--- config.mk ---
export PLATFORM = sky130hd
export DESIGN_NAME = inst_fetch_unit
export DESIGN_NICKNAME = d
export VERILOG_FILES = /design/src/rtl/inst_fetch_unit.sv
export SDC_FILE = /design/constraint.sdc
export NUM_CORES = 1
export LEC_CHECK = 0
export ABC_AREA = 1
export CORE_ASPECT_RATIO = 0.75
export CORE_UTILIZATION = 48
export CTS_BUF_LIST = sky130_fd_sc_hd__clkbuf_2 sky130_fd_sc_hd__clkbuf_4 sky130_fd_sc_hd__clkbuf_8
export CTS_CLUSTER_SIZE = 25
export DETAILED_ROUTE_END_ITERATION = 10
export GPL_ROUTABILITY_DRIVEN = 0
export GPL_TIMING_DRIVEN = 0
export PLACE_DENSITY_LB_ADDON = 0.1
export REMOVE_ABC_BUFFERS = 1
export SLEW_MARGIN = 20
export SYNTH_ARGS = -nofsm -noshare
export SYNTH_HDL_FRONTEND = slang
export SYNTH_SLANG_ARGS = --single-unit
--- constraint.sdc ---
create_clock -name clk -period 4.2 [get_ports clk]
set_clock_uncertainty 0.1 [all_clocks]
set_input_delay 0.84 -clock clk [delete_from_list [all_inputs] [get_ports clk]]
set_output_delay 0.84 -clock clk [all_outputs]
set_load 0.02 [all_outputs]
--- src/rtl/inst_fetch_unit.sv ---
// rtl/inst_fetch_unit.sv - instruction fetch unit with request/response memory port and decode FIFO
//
// Fetches 32-bit instruction words starting at RESET_PC, keeping at most one
// memory request outstanding, and buffers each returned word together with its
// PC in a FIFO_DEPTH-entry FIFO that decode drains over a valid/ready handshake.
// A pc_load pulse redirects fetch to next_pc (word aligned), flushes the FIFO and
// marks any in-flight response to be discarded.
//
// Ports:
//   clk, rst_n                 clock, asynchronous active-low reset
//   next_pc[31:0], pc_load     redirect target and 1-cycle redirect strobe
//   imem_req_valid/ready/addr  fetch request channel (valid/ready)
//   imem_rsp_valid/data        fetch response channel (valid only, in order)
//   inst_valid/ready           FIFO head handshake toward decode
//   inst[31:0], inst_pc[31:0]  instruction and its PC at the FIFO head (0 when empty)
module inst_fetch_unit #(
  parameter logic [31:0] RESET_PC   = 32'h0000_0000,
  parameter int          FIFO_DEPTH = 2
) (
  input  logic        clk,
  input  logic        rst_n,
  input  logic [31:0] next_pc,
  input  logic        pc_load,
  output logic        imem_req_valid,
  input  logic        imem_req_ready,
  output logic [31:0] imem_req_addr,
  input  logic        imem_rsp_valid,
  input  logic [31:0] imem_rsp_data,
  output logic        inst_valid,
  input  logic        inst_ready,
  output logic [31:0] inst,
  output logic [31:0] inst_pc
);

  localparam int            AW      = $clog2(FIFO_DEPTH);
  localparam logic [AW:0]   DEPTH_C = (AW+1)'(FIFO_DEPTH);

  typedef enum logic [1:0] {S_REQ, S_WAIT, S_STALL} state_t;

  state_t      state, state_nxt;
  logic [31:0] fetch_pc, fetch_pc_nxt;
  logic [31:0] req_pc;
  logic        drop, drop_nxt;

  logic [AW-1:0] wr_ptr, rd_ptr;
  logic [AW:0]   count, count_nxt;
  logic [31:0]   mem_inst [FIFO_DEPTH];
  logic [31:0]   mem_pc   [FIFO_DEPTH];

  logic req_fire, push, pop;

  // Request valid is forced low while reset is held, independent of the clock.
  assign imem_req_valid = rst_n & (state == S_REQ);
  assign imem_req_addr  = fetch_pc;
  assign req_fire       = imem_req_valid & imem_req_ready;

  assign inst_valid = (count != '0);
  assign inst       = inst_valid ? mem_inst[rd_ptr] : 32'h0;
  assign inst_pc    = inst_valid ? mem_pc[rd_ptr]   : 32'h0;

  // A redirect flushes the FIFO, so it suppresses both the pop and the push of that cycle.
  assign pop       = inst_valid & inst_ready & ~pc_load;
  assign push      = (state == S_WAIT) & imem_rsp_valid & ~drop & ~pc_load;
  assign count_nxt = count + {{AW{1'b0}}, push} - {{AW{1'b0}}, pop};

  always_comb begin
    state_nxt    = state;
    fetch_pc_nxt = fetch_pc;
    drop_nxt     = drop;
    case (state)
      S_REQ: begin
        if (req_fire) state_nxt = S_WAIT;
      end
      S_WAIT: begin
        if (imem_rsp_valid) begin
          drop_nxt = 1'b0;
          if (!drop) fetch_pc_nxt = fetch_pc + 32'd4;
          state_nxt = (count_nxt < DEPTH_C) ? S_REQ : S_STALL;
        end
      end
      S_STALL: begin
        // Wait one cycle after a slot frees so REQ is always entered with room.
        if (count < DEPTH_C) state_nxt = S_REQ;
      end
      default: state_nxt = S_REQ;
    endcase

    if (pc_load) begin
      fetch_pc_nxt = next_pc & 32'hFFFF_FFFC;
      case (state)
        S_REQ:   drop_nxt = req_fire;
        S_WAIT: begin
          if (imem_rsp_valid) begin
            state_nxt = S_REQ;
            drop_nxt  = 1'b0;
          end else begin
            drop_nxt  = 1'b1;
          end
        end
        default: state_nxt = S_REQ;
      endcase
    end
  end

  always_ff @(posedge clk or negedge rst_n) begin
    if (!rst_n) begin
      state    <= S_REQ;
      fetch_pc <= RESET_PC;
      req_pc   <= 32'h0;
      drop     <= 1'b0;
      wr_ptr   <= '0;
      rd_ptr   <= '0;
      count    <= '0;
    end else begin
      state    <= state_nxt;
      fetch_pc <= fetch_pc_nxt;
      drop     <= drop_nxt;
      if (req_fire) req_pc <= fetch_pc;
      if (pc_load) begin
        wr_ptr <= '0;
        rd_ptr <= '0;
        count  <= '0;
      end else begin
        if (push) wr_ptr <= wr_ptr + AW'(1);
        if (pop)  rd_ptr <= rd_ptr + AW'(1);
        count <= count_nxt;
      end
    end
  end

  // Payload storage needs no reset: it is only observed while inst_valid is high.
  always_ff @(posedge clk) begin
    if (push) begin
      mem_inst[wr_ptr] <= imem_rsp_data;
      mem_pc[wr_ptr]   <= req_pc;
    end
  end

endmodule
==> impl_metrics.json, run 1 <==
{
  "dr.pass1.iters": 5,
  "first_iter_violations": 370,
  "cp.required_ns": 3.26,
  "report.final.slew_viol_count": 0,
  "finalSetupViolations": 0,
  "crit_path_start_kind": "register",
  "hp-class": "in -> async",
  "synth_edf_count": 124,
  "crit_path_cell_trace": "inv_4, nand2_1, a21oi_1, clkdlybuf4s50_1",
  "p_per_area_nw_per_um2": 398,
  "htree_num_levels": 4,
  "routedWlPerCell_um": 15.8,
  "die_h_um": 116,
  "synth_cell_types": 39,
  "fin_nets": 1032,
  "dieArea_um2": 17800,
  "syn_area_um2": 8300,
  "die_width_um": 154,
  "syn_avg_cell_area_um2": 10.3,
  "grt_max_degree": 65,
  "pwr-share-seq": 0.548,
  "final_cell_area_um2": 10600,
  "antenna_found_initial": 0,
  "ir_drop_mv": 0.243,
  "p_int_mw": 3.04,
  "max_freq_ghz": 0.275,
  "p_sw_frac": 0.281,
  "period_needed_ns": 3.64,
  "async_flop_share": 0.351,
  "finalHoldViolations": 0,
  "slew-limit-headroom": 0.343,
  "clock_latency_ns": 0.46,
  "viasPerCell": 5.07,
  "num_rows": 41,
  "overflow": 0,
  "areaGrowthSynthToFinish_pct": 28.2,
  "wirelength_um": 18700,
  "clkTransAtPathRegs_ns": 0.10,
  "drtAntennaViolNets": 0,
  "rsz0062_at_grt": "no",
  "critical_path_class": "reg -> out",
  "power.switching_mw": 1.19,
  "dp_slack_ns": 0.687,
  "worstPathMaxFanout": 64,
  "cts_root_buffer": "clkbuf_8",
  "maxCapViolCount": 0,
  "core_area_um2": 16900,
  "multi_input_area_um2": 2580,
  "p_leak_nw": 4.12,
  "vias": 6019,
  "cts_tree": "yes",
  "cts-buffers-inserted": 17,
  "ys_seq_elements": 191,
  "grt_use_total": 0.222,
  "dp_hpwl_um": 13100,
  "placed_area_um2": 10300,
  "post-route-period-util": 0.866,
  "setup_tns_ns": 0,
  "regArea_um2": 5400,
  "ys.flop_type": "edfxtp_1",
  "cts_sinks": 191,
  "status": "completed",
  "crit_path_end_kind": "output pin",
  "p_comb_frac": 0.179,
  "io_buffers": 161,
  "grt_pass1_wl_um": 30100,
  "syn_inst": 803,
  "post_cts_buffers": 0,
  "grt_pass1_vias": 5700,
  "clockPowerShare": 0.273,
  "nFillCells": 1393,
  "ys_warn_count": 0,
  "ctsHoldBuffers": 0,
  "critPathSlowestCell": "clkdlybuf4s50_1",
  "cp.arrival_ns": 2.70,
  "tightest_slew_ns": 0.982,
  "reg2regPathDepth": 10,
  "total_power_mw": 4.23,
  "drc_errors": 0,
  "cts_buffer_depth": 2,
  "initial_core_util": 0.492,
  "slowest_delay_ns": 0.65,
  "io_pins": 168,
  "cts_resized": 0,
  "diodes": 0,
  "drive_above_1_share": 0.0761,
  "yosysSeqAreaShare": 0.651,
  "setup_ws_ns": 0.563
}
[flip-flops by register name, summed over array words and instances (netlist names)]
signal / count
count: 2
req_pc: 30
drop: 1
mem_pc: 60
wr_ptr: 1
rd_ptr: 1
imem_req_addr: 30
state: 2
mem_inst: 64
[area by class of cell]
type / instances / area share
Clock buffer: 21 / 0.0254
Sequential cell: 191 / 0.508
Multi-Input combinational cell: 541 / 0.242
Clock inverter: 11 / 0.0105
Timing Repair Buffer: 171 / 0.175
Inverter: 37 / 0.0140
Tap cell: 215 / 0.0253
[power groups by stage]
stage | Combinational, mW | Sequential [mW] | Clock, mW
3_5_place_dp | 0.764 | 2.36 | 0
5_1_grt | 0.831 | 2.34 | 1.26
2_1_floorplan | 0.352 | 2.36 | 0
3_3_place_gp | 0.727 | 2.36 | 0
4_1_cts | 0.767 | 2.32 | 1.18
6_report | 0.757 | 2.32 | 1.15
[metrics by stage]
step           hold slack (ns)  std cells  utilization
2_1_floorplan            0.337        769            -
3_3_place_gp             0.352       1145        0.592
3_5_place_dp             0.359       1155        0.608
4_1_cts                  0.199       1187        0.630
5_1_grt                  0.203       1187        0.630
6_report                 0.197       1187        0.630
[cell families (layout without fill, tap and decap cells)]
family	Yosys count	in the layout	share of synthesized area
AOI/OAI and AO/OA	113	113	0.0742
xor gates and xnor gates	14	14	0.0148
adders and majority gates	3	3	0.00453
buffers and inverters	74	240	0.0416
DFF	191	191	0.651
muxes	10	10	0.0176
other	1	4	0.000452
and+or+nand+nor	397	397	0.196
[synthesized netlist by cell type (3+ instances only)]
master    count  area share
o21ai_1       4      0.0024
xor2_1       12       0.013
buf_4         4      0.0036
nor2_1       56       0.025
o211ai_1      3      0.0027
inv_1        33       0.015
buf_2         3      0.0018
a22oi_1      12       0.011
mux2_4        9       0.016
o21ai_0      27       0.016
a21oi_1      64       0.039
nand3_1      30       0.018
dfrtp_1      67        0.20
nor2_2        4      0.0030
buf_6         4      0.0054
nor2_4        3      0.0041
edfxtp_1    124        0.45
ha_1          3      0.0045
nand2_1     295        0.13
clkbuf_1     23       0.010
[final timing paths]
kind	startpoint	to	slack (ns)
min in group clk	req_pc[5]$_DFFE_PN0P_	mem_pc[1][5]$_DFFE_PP_	0.37
setup reg to reg	state[1]$_DFF_PN0_	mem_pc[0][16]$_DFFE_PP_	1.54
setup / recovery	rd_ptr$_DFFE_PN0P_	inst_pc[29]	0.56
hold reg to reg	req_pc[5]$_DFFE_PN0P_	mem_pc[1][5]$_DFFE_PP_	0.37
max in group asynchronous	rst_n	rd_ptr$_DFFE_PN0P_	3.22
hold / removal	rst_n	req_pc[17]$_DFFE_PN0P_	0.20
[worst max-delay path: cells and delay by family (launching register included)]
family          cells  cell delay [ns]
compound gates      1             0.24
buf+inv             2             1.22
flops               1             0.64
simple gates        1             0.12
[cell usage in the layout (no fill, tap or decap), drive strengths merged]
master         count
clkinvlp           1
o21bai             1
inv               39
bufinv             1
nor2              64
ha                 3
o21ai             31
dfrtp             67
o21a               1
xnor2              2
nand3             32
conb               4
clkdlybuf4s50    159
edfxtp           124
nor3               1
mux2              10
nand2            297
nor3b              2
buf               12
clkinv             7
clkbuf            21
nand4              1
a22oi             12
o211ai             4
xor2              12
a21oi             64
[metal layers]
metal	track usage	routed length, µm	vias to the layer above	part of all wire
li1	-	-	2993	-
met1	0.301	8760	2839	0.47
met2	0.371	8820	173	0.47
met3	0.0441	990	14	0.053
met4	0.0567	184	0	0.0098
met5	0	0	-	0
Note: power is estimated with default switching activity, not from simulation.
==> run 2: changes to the inputs <==
- RECOVER_POWER: not set -> 100
==> run 2 against run 1 <==
Against the previous run: the flow now finishes with violations (capacitance limit, slew limit); sequential share of layout area rose by 0.30 points; maximum frequency fell by 2.6%; clock power barely moved; core utilization fell by 0.40 points; critical path type unchanged; largest power group unchanged; highest routed layer unchanged.
==> impl_metrics.json, run 2 (synthesis results as in run 1) <==
{
  "overflow": 0,
  "reg_top3": "mem_inst x64, mem_pc x60",
  "dp_cells": 1155,
  "diodes": 0,
  "routedWlPerCell_um": 15.8,
  "largest_reg_flops": 64,
  "final_common_cell": "nand2_1",
  "max_freq_ghz": 0.268,
  "crit_path_cell_trace": "inv_4, nand2_1, a21oi_1, dlygate4sd3_1",
  "violations": "capacitance limit, slew limit",
  "total_power_mw": 4.17,
  "cp.required_ns": 3.26,
  "rsz0062_at_grt": "no",
  "viasPerCell": 5.07,
  "clock_latency_ns": 0.46,
  "io_buffers": 161,
  "finalHoldViolations": 0,
  "slew-limit-headroom": -0.233,
  "cp.arrival_ns": 2.80,
  "final_cells": 1187,
  "nFillCells": 1405,
  "drive_above_1_share": 0.0617,
  "crit_path_start_kind": "register",
  "timing.hold.ws_ns": 0.196,
  "dp_hpwl_um": 13100,
  "tightest_slew_ns": 1.84,
  "report.final.slew_viol_count": 116,
  "initial_core_util": 0.492,
  "grt_max_degree": 65,
  "post-route-period-util": 0.889,
  "critPathSlowestCell": "dlygate4sd3_1",
  "regMostFlops": "mem_inst",
  "grt_pass1_vias": 5700,
  "period_needed_ns": 3.74,
  "areaGrowthSynthToFinish_pct": 27.4,
  "num_rows": 41,
  "die_width_um": 154,
  "htree_num_levels": 4,
  "cp-startpoint": "rd_ptr$_DFFE_PN0P_",
  "fin_nets": 1032,
  "p_per_area_nw_per_um2": 394,
  "utilization": 0.626,
  "drc_errors": 0,
  "r2r_slack_ns": 1.10,
  "core_area_um2": 16900,
  "cts_root_buffer": "clkbuf_8",
  "io_pins": 168,
  "status": "complete, but fails checks",
  "p_leak_nw": 4.30,
  "ir_drop_mv": 0.240,
  "post_cts_buffers": 0,
  "die_h_um": 116,
  "clkTransAtPathRegs_ns": 0.10,
  "first_iter_violations": 379,
  "cts_tree": "yes",
  "dr.pass1.iters": 5,
  "worstPathMaxFanout": 64,
  "cts-buffers-inserted": 17,
  "hp-class": "in -> async",
  "drtAntennaViolNets": 0,
  "ctsHoldBuffers": 0,
  "finalSetupViolations": 0,
  "antenna_found_initial": 0,
  "critical_path_class": "reg -> out",
  "setup_tns_ns": 0,
  "cts_buffer_depth": 2,
  "grt_use_total": 0.222,
  "rr_startpoint": "state[1]$_DFF_PN0_",
  "layout_common_cells": "nand2_1, edfxtp_1, dlygate4sd3_1",
  "cts_sinks": 191,
  "vias": 6013,
  "cts_resized": 0,
  "slowest_delay_ns": 0.71,
  "maxCapViolCount": 3,
  "dieArea_um2": 17800,
  "wirelength_um": 18800,
  "grt_pass1_wl_um": 30100,
  "crit_path_end_kind": "output pin"
}
[run 2: cell count changes in the layout (fill, tap and decap cells not counted), sizes merged]
| cell | change |
|---|---|
| buf | -1 |
| clkbuf | +1 |
| clkdlybuf4s50 | -122 |
| clkinvlp | +1 |
| dlygate4sd3 | +122 |
| inv | -1 |
[run 2: area by class of cell]
cell class | count | area, µm² | area share
sequential | 191 | 5400 | 0.511
multi-input combinational | 541 | 2520 | 0.238
timing repair buffer | 171 | 1860 | 0.176
clock buffer | 21 | 270 | 0.0256
tap | 215 | 269 | 0.0255
inverter | 37 | 145 | 0.0137
clock inverter | 11 | 111 | 0.0105
[run 2: through the flow]
| stage | worst slack (ns) | area, µm² |
|---|---|---|
| floorplan | -0.435 | 8110 |
| global placement | -3.45 | 9990 |
| detailed placement | 0.687 | 10300 |
| CTS | 0.550 | 10600 |
| global route | 0.290 | 10600 |
| finish | 0.464 | 10600 |
[run 2: report_power, final]
| part | total, mW | internal (mW) | switching (mW) |
|---|---|---|---|
| registers | 2.32 | 2.18 | 0.138 |
| logic | 0.696 | 0.293 | 0.403 |
| clock network | 1.16 | 0.512 | 0.643 |
[run 2: per-layer routing]
metal	global-route usage	up-vias	wire length, µm
met4	0.0567	0	119
met5	0	-	0
li1	-	2999	-
met2	0.371	160	8830
met1	0.301	2846	8920
met3	0.0441	8	901
[run 2: worst max-delay path, delay by kind of cell (launching register included)]
kind	cells	cell delay, ns
flip-flops	1	0.63
AO/OA/AOI/OAI	1	0.23
AND/OR/NAND/NOR	1	0.12
buffers and inverters	2	1.32
[run 2: final timing paths]
kind | endpoint | depth (start not counted)
max | inst_pc[29] | 4
min | req_pc[17]$_DFFE_PN0P_ | 1
max reg2reg | mem_pc[0][16]$_DFFE_PP_ | 10
min reg2reg | mem_pc[1][5]$_DFFE_PP_ | 0
max in group asynchronous | rd_ptr$_DFFE_PN0P_ | 2
min in group clk | mem_pc[1][5]$_DFFE_PP_ | 0
==> run 3: changes to the inputs <==
- CORE_UTILIZATION: 48 -> 45
- SKIP_CTS_REPAIR_TIMING: not set -> 1
==> run 3 against run 2 <==
Against the previous run: the run still ends with capacitance limit, slew limit left; cell count rose by 2.3%; highest routed layer unchanged; largest cell class unchanged; critical path depth rose by 5; register-to-register slack got worse by 0.30 ns; critical path type is now in -> reg; via count increased by 1.1%; core utilization is 3.5 points lower; flip-flop and latch count is the same; global-route usage down 0.44 points.
==> impl_metrics.json, run 3 (synthesis results as in run 1) <==
{
  "critical_path.endpoint": "mem_inst[0][29]$_DFFE_PP_",
  "pwr-share-seq": 0.557,
  "placed_area_um2": 10300,
  "cts_tree": "yes",
  "hp-class": "in -> async",
  "cts_buffer_depth": 2,
  "crit_path_start_kind": "primary input",
  "slew-limit-headroom": -0.403,
  "period_needed_ns": 3.85,
  "maxCapViolCount": 2,
  "crit_path_end_kind": "register",
  "grt_use_total": 0.217,
  "io_pins": 168,
  "finalSetupViolations": 0,
  "reg2reg_to": "mem_inst[0][29]$_DFFE_PP_",
  "drc_errors": 0,
  "dp_hpwl_um": 13200,
  "overflow": 0,
  "critical_path_class": "in -> reg",
  "report.final.slew_viol_count": 80,
  "cts_root_buffer": "clkbuf_8",
  "diodes": 0,
  "p_per_area_nw_per_um2": 394,
  "clockPowerShare": 0.274,
  "viasPerCell": 5.01,
  "cp-startpoint": "imem_rsp_valid",
  "tightest_slew_ns": 2.10,
  "p_int_mw": 2.91,
  "final_cell_area_um2": 10500,
  "dieArea_um2": 19000,
  "reg2regPathDepth": 9,
  "utilization": 0.592,
  "status": "complete, but fails checks",
  "dp_cells": 1182,
  "grt_pass1_wl_um": 32000,
  "io_buffers": 161,
  "first_iter_violations": 391,
  "final_cells": 1214,
  "setup_tns_ns": 0,
  "p_leak_nw": 4.23,
  "post-route-period-util": 0.916,
  "drive_above_1_share": 0.0617,
  "regMostFlops": "mem_inst",
  "largest_reg_flops": 64,
  "die_width_um": 159,
  "antenna_found_initial": 0,
  "violations": "capacitance limit, slew limit",
  "final_common_cell": "nand2_1",
  "max_freq_ghz": 0.260,
  "core_area_um2": 17800,
  "fin_nets": 1032,
  "die_h_um": 120,
  "cp.required_ns": 4.24,
  "power.switching_mw": 1.24,
  "p_comb_frac": 0.169,
  "wirelength_um": 19400,
  "rsz0062_at_grt": "no",
  "initial_core_util": 0.466,
  "layout_common_cells": "nand2_1, edfxtp_1, dlygate4sd3_1",
  "clkTransAtPathRegs_ns": 0.10,
  "grt_pass1_vias": 5990,
  "cts_sinks": 191,
  "worstPathMaxFanout": 23,
  "vias": 6082,
  "grt_max_degree": 65,
  "rr_startpoint": "state[1]$_DFF_PN0_",
  "reg_top3": "mem_inst x64, mem_pc x60",
  "cp.arrival_ns": 3.89,
  "routedWlPerCell_um": 16.0,
  "cts-buffers-inserted": 17,
  "p_sw_frac": 0.299,
  "areaGrowthSynthToFinish_pct": 27.1,
  "htree_num_levels": 4,
  "r2r_slack_ns": 0.80,
  "timing.hold.ws_ns": 0.204,
  "finalHoldViolations": 0,
  "num_rows": 42,
  "ir_drop_mv": 0.214,
  "clock_latency_ns": 0.46,
  "dr.pass1.iters": 4,
  "drtAntennaViolNets": 0
}
## run 3: cell count changes in the layout (fill, tap and decap cells not counted), sizes merged, moves of 2 or more
| cell | previous run | this run |
|---|---|---|
| clkdlybuf4s50 | 37 | 51 |
| dlygate4sd3 | 122 | 108 |
| clkbuf | 22 | 18 |
| inv | 38 | 42 |
| clkinvlp | 2 | 4 |
## run 3: power groups by stage
stage                     clock [mW]  sequential, mW  combinational, mW
final                           1.14            2.31              0.703
after global placement             0            2.36              0.733
after floorplan                    0            2.36              0.352
after CTS                       1.17            2.32              0.774
after detailed placement           0            2.36              0.770
after global routing            1.24            2.34              0.775
## run 3: worst min path at each step
stage                                   endpoint  cells past startpoint                  start  slack, ns
after floorplan           mem_pc[0][3]$_DFFE_PP_                      0  req_pc[3]$_DFFE_PN0P_       0.34
after global placement    mem_pc[1][6]$_DFFE_PP_                      0  req_pc[6]$_DFFE_PN0P_       0.35
after detailed placement  mem_pc[1][6]$_DFFE_PP_                      0  req_pc[6]$_DFFE_PN0P_       0.36
after CTS                 req_pc[17]$_DFFE_PN0P_                      1                  rst_n       0.21
after global routing      req_pc[17]$_DFFE_PN0P_                      1                  rst_n       0.21
final                     req_pc[31]$_DFFE_PN0P_                      1                  rst_n       0.20
## run 3: layer usage
layer  routed length [µm]  vias up  track usage
met5                    0        -            0
met4                  316        0       0.0631
met3                  982       22       0.0415
met2                 8940      174        0.347
met1                 9160     2895        0.304
li1                     -     2991            -
## run 3: stage by stage
| step | setup WS (ns) | total power, mW |
|---|---|---|
| floorplan | -0.435 | 2.71 |
| global placement | -3.69 | 3.10 |
| detailed placement | 0.591 | 3.13 |
| CTS | 0.460 | 4.26 |
| global route | 0.175 | 4.36 |
| finish | 0.351 | 4.16 |
## run 3: layout make-up
type	count	area, µm²
clock inverter	15	149
clock buffer	17	234
timing repair buffer	171	1810
multi-input combinational	541	2490
sequential	191	5400
fill	1502	7270
tap	242	303
inverter	37	148
## run 3: worst max-delay path, stage by stage
cell	delay, ns
dlygate4sd3_1	0.59
nand3_4	0.09
nor2_1	0.24
clkinvlp_2	0.31
nor2_8	0.41
inv_6	0.10
nor2_1	0.74
buf_16	0.23
clkbuf_4	0.32
==> variant 1, RTL diff (settings of run 3) <==
Re-encode `state_t` (3 states) as one-hot, 3 bits wide.
--- a/src/rtl/inst_fetch_unit.sv
+++ b/src/rtl/inst_fetch_unit.sv
@@ -35,7 +35,7 @@
   localparam int            AW      = $clog2(FIFO_DEPTH);
   localparam logic [AW:0]   DEPTH_C = (AW+1)'(FIFO_DEPTH);
 
-  typedef enum logic [1:0] {S_REQ, S_WAIT, S_STALL} state_t;
+  typedef enum logic [2:0] {S_REQ = 3'b001, S_WAIT = 3'b010, S_STALL = 3'b100} state_t;
 
   state_t      state, state_nxt;
   logic [31:0] fetch_pc, fetch_pc_nxt;
Formal check against the unedited RTL: no difference found for any inputs over 4 cycles, from zero or initial values and one cycle with rst_n low; so few cycles prove little.
==> variant 1 against run 3 <==
  * The run still ends with max-capacitance violations, max-slew violations left
  * Synthesized area rose by 0.81%
  * First-iteration DRC count up 14%
  * Sequential cell count is 1 higher
  * Worst setup slack got worse by 0.074 ns
  * Clock power rose by 5%
  * Wire length increased by 1.1%
  * Critical path depth is 1 lower
  * Worst hold slack better by 0.17 ns
  * Total power grew 3.6%
  * Synthesized cell count is 5.0% higher
  * Cell area increased by 0.95%
  * Sequential share of layout area is 0.21 points lower
  * Critical path type unchanged
==> variant 1: results (changes against run 3) <==
| Metric | Value |
|---|---|
| Final Max Slew Viols | 130 (+63%) |
| Fillers | 1,571 (+4.6%) |
| Distinct cells, synth | 33 (-15%) |
| Worst VDD drop | 0.000244 V (+14%) |
| Crit path max fanout | 48 (+110%) |
| Largest stage delay, worst path | 1.27 ns (+0.53 ns) |
| Slowest cell on crit path | nor2_1 |
| DR vias | 6,196 (+1.9%) |
| Max clock buf depth | 2 (unchanged) |
| Final setup viols | 0 (unchanged) |
| R2r setup slk | 0.55 ns (-0.25 ns) |
| First-pass GRT wire length | 32.0 mm (about the same) |
| Clk root buf | clkbuf_8 |
| Asr flop ratio synth | 35.4% (+0.34 points) |
| Dpl ws | 0.465 ns (-0.126 ns) |
| Worst-path clk slew | 0.10 ns (about the same) |
| Sw frac | 28.9% (-1.0 points) |
| Worst-margin pin slew | 2.33 ns (+0.237 ns) |
| Largest net degree at the start of global routing | 65 (unchanged) |
| Drt pass-1 iters | 5 (+1) |
| Layout cell share with drive strength beyond 1 | 6.36% (+0.18 points) |
| Top cells by count, synth | nand2_1 (312), edfxtp_1 (124), dfrtp_1 (67) |
| Leak | 4.38 nW (+3.7%) |
| Top cells by area in the synthesized netlist | edfxtp_1 (45%), dfrtp_1 (20%), nand2_1 (14%) |
| HPWL after DPL | 13.2 mm (-0.16%) |
| Final WS setup | 0.277 ns (-0.0741 ns) |
| Final #Nets | 1,067 (+3.4%) |
| Leading registers by flop count | mem_inst (64), mem_pc (60) |
| Initial drt markers | 444 (+14%) |
| Hold_ws | 0.375 ns (+0.171 ns) |
| Max-cap viol count | 3 (+1) |
| I/O Buffers | 161 (unchanged) |
| Number of global-route vias before repair | 5,991 (+0.017%) |
| Min-Delay Path Class | reg -> reg |
| Diode count | 0 (unchanged) |
| Initial antenna violation count | 0 (unchanged) |
| Status | finished, violations left |
| H-tree Lvls | 4 (unchanged) |
| Seq/Total Area, Yosys | 64.9% (-0.21 points) |
| GRT Util Overall | 21.8% (about the same) |
| Overall routed net length | 19.6 mm (+1.1%) |
| Failing checks | max-capacitance violations, max-slew violations |
variant 1: changes by cell type in the layout (fill, tap and decap cells not counted), moves of 9 or more:
| cell | run 3 | this run |
|---|---|---|
| a22oi_1 | 12 | 0 |
| clkdlybuf4s50_1 | 51 | 34 |
| dlygate4sd3_1 | 108 | 125 |
| inv_1 | 33 | 42 |
| nand2_1 | 296 | 314 |
| nand3_1 | 30 | 40 |
variant 1: area by class of cell:
type | instances | area, µm² | share of cell area (%)
clock inverter | 14 | 151 | 1.42
sequential | 192 | 5430 | 51.0
clock buffer | 18 | 241 | 2.27
multi-input combinational | 565 | 2570 | 24.1
inverter | 50 | 193 | 1.81
tap | 242 | 303 | 2.85
timing repair buffer | 168 | 1760 | 16.5
variant 1: logic make-up after synthesis:
group	share of synthesized area, %
flops	64.9
other cells	0.0448
simple gates	20.8
compound gates	6.94
buf+inv	4.50
mux	1.08
xor+xnor	1.26
fa+ha+maj	0.449
variant 1: worst paths after layout:
check | from | endpoint | cells after the start
worst max-delay path | imem_rsp_valid | mem_inst[0][28] | 8
worst min-delay path | req_pc[25] | mem_pc[0][25] | 0
worst max register to register | state[2] | mem_inst[0][28] | 8
worst min register to register | req_pc[25] | mem_pc[0][25] | 0
max in group asynchronous | rst_n | imem_req_addr[9] | 2
min in group asynchronous | rst_n | req_pc[30] | 1
variant 1: critical path, delay by kind of cell:
kind / cells / cell delay, ns
buf+inv: 4 / 1.13
simple gates: 4 / 1.96
variant 1: metrics by stage:
step / util, % / setup TNS, ns / cell area, µm² / cells
after floorplan: - / -18.06 / 8190 / 807
after CTS: 59.7 / 0 / 10700 / 1249
after global routing: 59.4 / 0 / 10600 / 1249
after global placement: 56.4 / -524.62 / 10100 / 1210
final: 59.4 / 0 / 10600 / 1249
after detailed placement: 57.5 / 0 / 10300 / 1217
variant 1: power by group through the flow:
stage          clock (mW)  combinational (mW)  sequential, mW
2_1_floorplan           0               0.341            2.49
3_3_place_gp            0               0.666            2.49
3_5_place_dp            0               0.692            2.50
4_1_cts              1.23               0.696            2.46
5_1_grt              1.31               0.734            2.49
6_report             1.20               0.653            2.46
variant 1: layer usage:
metal  share of wire (%)  track usage [%]  routed length [µm]
met4                0.94             5.71                 184
met2                  46             34.8                9040
met5                   0                0                   0
met3                 5.7             4.60                1120
met1                  47             30.3                9260
==> variant 2, RTL diff (flow settings as in run 3) <==
Without the edit above. Set the parameter `FIFO_DEPTH` to 4 (it was 2).
--- a/src/rtl/inst_fetch_unit.sv
+++ b/src/rtl/inst_fetch_unit.sv
@@ -15,7 +15,7 @@
 //   inst[31:0], inst_pc[31:0]  instruction and its PC at the FIFO head (0 when empty)
 module inst_fetch_unit #(
   parameter logic [31:0] RESET_PC   = 32'h0000_0000,
-  parameter int          FIFO_DEPTH = 2
+  parameter int          FIFO_DEPTH = 4
 ) (
   input  logic        clk,
   input  logic        rst_n,
Formal check against the unedited RTL: not equivalent (Yosys sat finds a counterexample within 10 cycles, from zero or initial values and one cycle with rst_n low).
==> variant 2 against run 3 <==
  * Cell area rose by 58%
  * Wire length up 73%
  * The run still ends with max-capacitance violations, max-slew violations left
  * Sequential cell count increased by 127
  * Count of clock-buffer cells in the layout is 61 higher
  * Register-to-register slack worse by 0.19 ns
  * Sequential power is 71% higher
  * Synthesized area rose by 62%
  * Total power grew 120%
  * Worst setup slack got worse by 0.15 ns
==> variant 2: results (changes against run 3) <==
| Metric | Value |
|---|---|
| Clock group total power | 2.71 mW (+140%) |
| Fillers | 2,480 (+65%) |
| Top cells by count, synth | nor2_1 (318), edfxtp_1 (248), nand2_1 (170) |
| DR vias | 9,472 (+56%) |
| Max clock buf depth | 3 (+1) |
| Period minus WS final | 4.00 ns (+0.148 ns) |
| Post-synthesis compound-gate area fraction | 9.41% (+2.0 points) |
| Failing checks | max-capacitance violations, max-slew violations |
| Max-cap viol count | 2 (unchanged) |
| Crit path max fanout | 64 (+180%) |
| Routed WL per cell | 18.0 µm (+13%) |
| Met1 GRT Util | 32.0% (+1.6 points) |
| Worst VDD drop | 0.000242 V (+13%) |
| Placed Area | 15,800 µm² (+54%) |
| Synth Area in Adders | 0.800% (+0.35 points) |
| Internal power | 6.27 mW (+120%) |
| Largest net degree at the start of global routing | 77 (+18%) |
| HPWL after DPL | 20.6 mm (+56%) |
| Hold_ws | 0.127 ns (-0.0775 ns) |
| Asr flop ratio synth | 22.0% (-13 points) |
| CP arrival | 3.06 ns (-0.83 ns) |
| Leak | 6.32 nW (+49%) |
| Status | finished, violations left |
| Top cells by area in the synthesized netlist | edfxtp_1 (55%), dfrtp_1 (13%), nor2_1 (8.9%) |
| M2 GR Usage | 34.4% (-0.30 points) |
| Post-synthesis xor/xnor area fraction | 0.521% (-0.96 points) |
| Drt pass-1 iters | 5 (+1) |
| Multiplexer area fraction after synthesis | 0.530% (-1.2 points) |
| Initial drt markers | 581 (+49%) |
| Final Max Slew Viols | 90 (+13%) |
| Dpl ws | 0.342 ns (-0.249 ns) |
| Placed Cells | 1,761 (+49%) |
| Worst R2R Path Depth | 6 (-3) |
| Largest stage delay, worst path | 0.70 ns (-0.04 ns) |
| Wire length on met1 | 16.2 mm (+77%) |
| Number of synthesized flops with an enable pin | 248 (+100%) |
| Clk Latency, worst-skew pair | 0.57 ns (+0.11 ns) |
| Number of global-route vias before repair | 8,965 (+50%) |
| Final #Nets | 1,501 (+45%) |
| Reg-to-reg critical path endpoint | mem_inst[0][14] |
## variant 2: cell count changes after synthesis, sizes merged, moves of 5 or more
| cell | run 3 | this run |
|---|---|---|
| nand3 | 32 | 38 |
| nand2 | 297 | 176 |
| clkbuf | 23 | 28 |
| xor2 | 12 | 7 |
| buf | 14 | 37 |
| nor2 | 64 | 332 |
| inv | 37 | 47 |
| o21ai | 31 | 161 |
| edfxtp | 124 | 248 |
## variant 2: cells by family after synthesis
kind of cell,after synthesis
simple gates,551
flops,318
compound gates,245
buf+inv,112
fa+ha+maj,8
xor+xnor,8
mux,6
other cells,1
## variant 2: worst max-delay path, delay by kind of cell (launching register included)
kind                   cells  cell delay, ns
buffers and inverters      4            1.54
DFF                        1            0.59
AOI/OAI and AO/OA          2            0.28
## variant 2: layout make-up
cell class,instances,area share [%]
flip-flops and latches,318,55.2
multi-input cells,822,22.4
repair buffers,184,12.0
clock buffers,78,5.57
well taps,392,2.94
inverters,47,1.12
clock inverters,15,0.773
